**config.mk**
```make
export PLATFORM = sky130hd
export DESIGN_NAME = sram_port_arbiter
export DESIGN_NICKNAME = d
export VERILOG_FILES = /design/src/rtl/sram_port_arbiter.sv
export SDC_FILE = /design/constraint.sdc
export NUM_CORES = 1
export LEC_CHECK = 0
export ABC_AREA = 0
export BUFFER_PORTS_ARGS = -buffer_cell sky130_fd_sc_hd__buf_2
export CAP_MARGIN = 30
export CORE_AREA = 2 2 107 109
export CTS_CLUSTER_DIAMETER = 80
export DETAILED_ROUTE_END_ITERATION = 16
export DIE_AREA = 0 0 109 111
export SYNTH_ARGS = -nofsm -noshare
export SYNTH_HDL_FRONTEND = slang
export SYNTH_SLANG_ARGS = --single-unit
```
**constraint.sdc**
```tcl
create_clock -name cpu_clk_50M -period 1.8 [get_ports cpu_clk_50M]
set_clock_uncertainty 0.1 [all_clocks]
set_input_delay 0.36 -clock cpu_clk_50M [delete_from_list [all_inputs] [get_ports cpu_clk_50M]]
set_output_delay 0.36 -clock cpu_clk_50M [all_outputs]
set_load 0.03 [all_outputs]
```
**src/rtl/sram_port_arbiter.sv**
```systemverilog
// Shares one synchronous SRAM port between instruction fetch and data access.
// Data wins by default; a starvation counter forces an instruction grant.
module sram_port_arbiter #(
  parameter int RD_LAT     = 1,
  parameter int STARVE_MAX = 4
) (
  input  logic        cpu_clk_50M,
  input  logic        cpu_rst,
  input  logic        flush,
  input  logic        i_req,
  input  logic [31:0] i_addr,
  output logic        i_gnt,
  output logic        i_rvalid,
  output logic [31:0] i_rdata,
  input  logic        d_req,
  input  logic [3:0]  d_we,
  input  logic [31:0] d_addr,
  input  logic [31:0] d_wdata,
  output logic        d_gnt,
  output logic        d_rvalid,
  output logic [31:0] d_rdata,
  output logic        sram_en,
  output logic [3:0]  sram_we,
  output logic [31:0] sram_addr,
  output logic [31:0] sram_wdata,
  input  logic [31:0] sram_rdata,
  output logic        stallreq_if,
  output logic        stallreq_mem
);
  localparam int SW = $clog2(STARVE_MAX + 1);
  localparam logic OWN_I = 1'b0;
  localparam logic OWN_D = 1'b1;

  typedef enum logic {IDLE, BUSY} state_t;

  state_t        state;
  logic [1:0]    cnt;
  logic [SW-1:0] starve;
  logic          owner;
  logic          squash;
  logic          live;

  logic act, done, elig, pick_i, rd_gnt;

  // live is low during reset and the first cycle after, muting every output
  assign act    = live & ~cpu_rst;
  assign done   = (state == BUSY) && (cnt == 2'(RD_LAT - 1));
  assign elig   = act & ((state == IDLE) | done);
  assign pick_i = i_req & (~d_req | (starve == SW'(STARVE_MAX)));

  assign i_gnt  = elig & pick_i;
  assign d_gnt  = elig & d_req & ~pick_i;
  assign rd_gnt = i_gnt | (d_gnt & (d_we == 4'd0));

  assign sram_en    = i_gnt | d_gnt;
  assign sram_we    = d_gnt ? d_we : 4'd0;
  assign sram_addr  = d_gnt ? d_addr : (i_gnt ? i_addr : 32'd0);
  assign sram_wdata = d_gnt ? d_wdata : 32'd0;

  // a flush landing on the completion cycle still kills the instruction word
  assign i_rvalid = act & done & (owner == OWN_I) & ~squash & ~flush;
  assign d_rvalid = act & done & (owner == OWN_D);
  assign i_rdata  = i_rvalid ? sram_rdata : 32'd0;
  assign d_rdata  = d_rvalid ? sram_rdata : 32'd0;

  assign stallreq_if  = act & i_req & ~i_gnt;
  assign stallreq_mem = act & ((d_req & ~d_gnt) |
                               ((state == BUSY) & (owner == OWN_D) & ~d_rvalid));

  always_ff @(posedge cpu_clk_50M) begin
    if (cpu_rst) begin
      state  <= IDLE;
      cnt    <= 2'd0;
      starve <= '0;
      owner  <= OWN_I;
      squash <= 1'b0;
      live   <= 1'b0;
    end else begin
      live <= 1'b1;
      if (rd_gnt) begin
        state  <= BUSY;
        cnt    <= 2'd0;
        owner  <= d_gnt ? OWN_D : OWN_I;
        squash <= i_gnt & flush;
      end else if (done) begin
        state  <= IDLE;
        cnt    <= 2'd0;
        squash <= 1'b0;
      end else if (state == BUSY) begin
        cnt <= cnt + 2'd1;
        if (flush && owner == OWN_I) squash <= 1'b1;
      end

      if (!act || flush || !i_req || i_gnt) starve <= '0;
      else if (starve != SW'(STARVE_MAX))   starve <= starve + SW'(1);
    end
  end
endmodule

```
==> flow_summary.ini <==
[run_status]
status = finished with violations
violations = setup timing

[global_routing]
grt_pass1_wl_mm = 15.0
grt_max_degree = 34
grt_pass1_vias = 3261
grt.overflow.total = 0
antenna_found_initial = 0
grt_use_total_pct = 15.3

[worst_setup_path]
critPathMaxFanout = 7
critPathLaunchType = flop
rr_worst_depth = 10
crit_type = reg2out
worstPathRequired_ps = 1340
cp_data_arrival_time_ps = 1780
reg2reg_to = starve[0]$_SDFFE_PP0N_
reg2reg_from = cnt[1]$_SDFFE_PP0P_
cp-end-kind = output pin
r2r_setup_slack_ps = -50

[logic_synthesis]
syn-instance-count = 283
seq_area_frac_synth_pct = 10.4
synth_area_per_cell_sq_um = 6.11
synth_cell_type_count = 33
netlist_area_sq_um = 1730
yosys_warnings = 0
synth_nets = 423
ys_ff_latch = 9

[floorplan]
die_h_microns = 111
die_x_microns = 109
die-area_sq_um = 12100
rows = 39
ios = 276
start_util_pct = 15.6
core-area_sq_um = 11100

[timing]
whs_ps = 369
maxSlewViolCount = 0
final-hold-violation-count = 0
min_period_ps = 2240
finalCritPeriodShare_pct = 125
worst_pin_slew_ps = 331
rsz0062_at_grt = true
relSlewSlack_pct = 77.9
max_freq_mhz = 446
worst_slack_ps = -442
finalSetupViolCount = 140

[routing]
wl_per_cell_microns = 14.2
drt_iter0_markers = 97
drt_pass1_iterations = 4
vias = 3158
vias_per_cell = 4.34
ant_nets = 0
wirelength_mm = 10.3
drc = 0

[placement]
dpl.hpwl_mm = 7.34
dp_slack_ps = -226
routabilityCongestion = 0.808
placement.io_buffers = 275

[final_layout]
syn_to_final_growth_pct = 192
finish.net_count = 726
n_antenna_cell = 0
drive_gt1_share_pct = 84.8

[cts]
cts_root_buf = clkbuf_16
cts_buffers = 3
clock-sinks = 9
clockBufferDepth = 2
clkSlewWorstSetupHoldPaths_ps = 40
cts_hold_buf = 0
h-tree-depth = 1
cts_tree = yes
clock_latency_ps = 230

[hold_path]
hp-start = flush
worstHoldEndpoint = starve[0]$_SDFFE_PP0N_
whs_path_depth = 3
min_path_type = in2reg

[power_and_ir_drop]
leakagePower_nw = 2.46
ir_drop_v = 0.000188
p_per_area_nw_per_um2 = 272

[job]
cap_violations = 0
[cell usage after synthesis]
cell        n  area (sq um)
o22ai_1     1          6.26
and2b_4     1          10.0
a22oi_1     1          7.51
clkbuf_1    9          33.8
nor2_4      1          11.3
xnor2_1     1          8.76
dfxtp_1     9           180
o211ai_1    1          7.51
a21oi_1    34           170
inv_1       6          22.5
buf_6       4          45.0
a211oi_1    1          7.51
nand3_1    33           165
nor2_2      1          6.26
o21ai_0     4          20.0
nand2b_1    2          12.5
nand2_2     1          6.26
nor2_1      6          22.5
nor3_1      1          5.00
nor4_4      1          21.3
nand4_1     1          6.26
ha_1        3          37.5
and3_1      1          6.26
and2_1    101           632
a31oi_1     2          12.5
or3_1       1          6.26
mux2i_1     2          20.0
a21bo_2     1          10.0
nor2b_2     1          8.76
nand3b_1    1          7.51
nand2_1    36           135
buf_2      12          60.1
nor4_1      3          18.8
[metrics by stage]
stage | cells | instance area [sq um] | total power [mW] | utilization [%] | setup TNS, ps
2_1_floorplan | 283 | 2360 | 0.568 | - | -3750
3_3_place_gp | 709 | 4090 | 0.843 | 36.9 | -20000
3_5_place_dp | 709 | 4090 | 0.854 | 36.9 | -23390
4_1_cts | 722 | 4860 | 1.35 | 43.8 | -44090
5_1_grt | 728 | 5050 | 1.43 | 45.6 | -55340
6_report | 728 | 5050 | 1.37 | 45.6 | -45430
[critical path, cell delays in order, from the launching register on]
cell       delay (ps)
dfxtp_2           330
inv_2              50
ha_4              160
a21bo_4           220
nand2_4            70
and3_4            280
clkbuf_16         180
and2_4            140
buf_6             120
[registers in the layout (all words and copies together), names as in the netlist]
signal	cells
state	1
cnt	2
live	1
squash	1
owner	1
starve	3
[worst max-delay path by stage]
stage / slack [ps] / end / from
final: -440 / sram_wdata[22] / starve[0]$_SDFFE_PP0N_
after global routing: -490 / sram_wdata[22] / cnt[1]$_SDFFE_PP0P_
after CTS: -410 / sram_addr[11] / starve[0]$_SDFFE_PP0N_
after detailed placement: -230 / sram_addr[15] / d_req
after global placement: -220 / sram_addr[12] / d_req
after floorplan: -100 / sram_wdata[22] / starve[1]$_SDFFE_PP0N_
[layout by cell type (no fill, tap or decap), drive strengths merged, types with 6 or more instances in the layout]
| master | n |
|---|---|
| clkbuf | 7 |
| nand3 | 33 |
| dfxtp | 9 |
| buf | 320 |
| and2 | 101 |
| nand2 | 37 |
| a21oi | 34 |
| inv | 6 |
| nor2 | 8 |
[layer usage]
metal	global-route usage (%)	up-vias	share of wire, %
li1	-	1536	-
met1	15.1	1470	35
met2	32.5	142	57
met3	1.06	10	6.1
met4	3.76	0	1.3
met5	0	-	0
[area by class of cell]
| class | instances | area, sq um |
|---|---|---|
| inverter | 6 | 22.5 |
| tap | 143 | 179 |
| sequential | 9 | 185 |
| clock buffer | 4 | 78.8 |
| fill | 1069 | 6030 |
| multi-input combinational | 243 | 2080 |
| timing repair buffer | 323 | 2500 |
[logic make-up (layout without fill, tap and decap cells)]
kind of cell / Yosys count / after routing / synth area share, %
simple gates: 192 / 192 / 62.5
compound gates: 45 / 45 / 14.0
buf+inv: 31 / 333 / 9.33
flops: 9 / 9 / 10.4
fa+ha+maj: 3 / 3 / 2.17
mux: 2 / 2 / 1.16
xor+xnor: 1 / 1 / 0.506
[report_power, final]
| part | switching (mW) | internal [mW] |
|---|---|---|
| Clock | 0.101 | 0.297 |
| Sequential | 0.00397 | 0.205 |
| Combinational | 0.395 | 0.370 |
[timing repair]
item,CTS,global route
buffers inserted,7,3
gates resized for setup,212,33
pin swaps,3,4
cloned,2,4
setup endpoints to repair,140,141
Note: power is estimated with default switching activity, not from simulation.
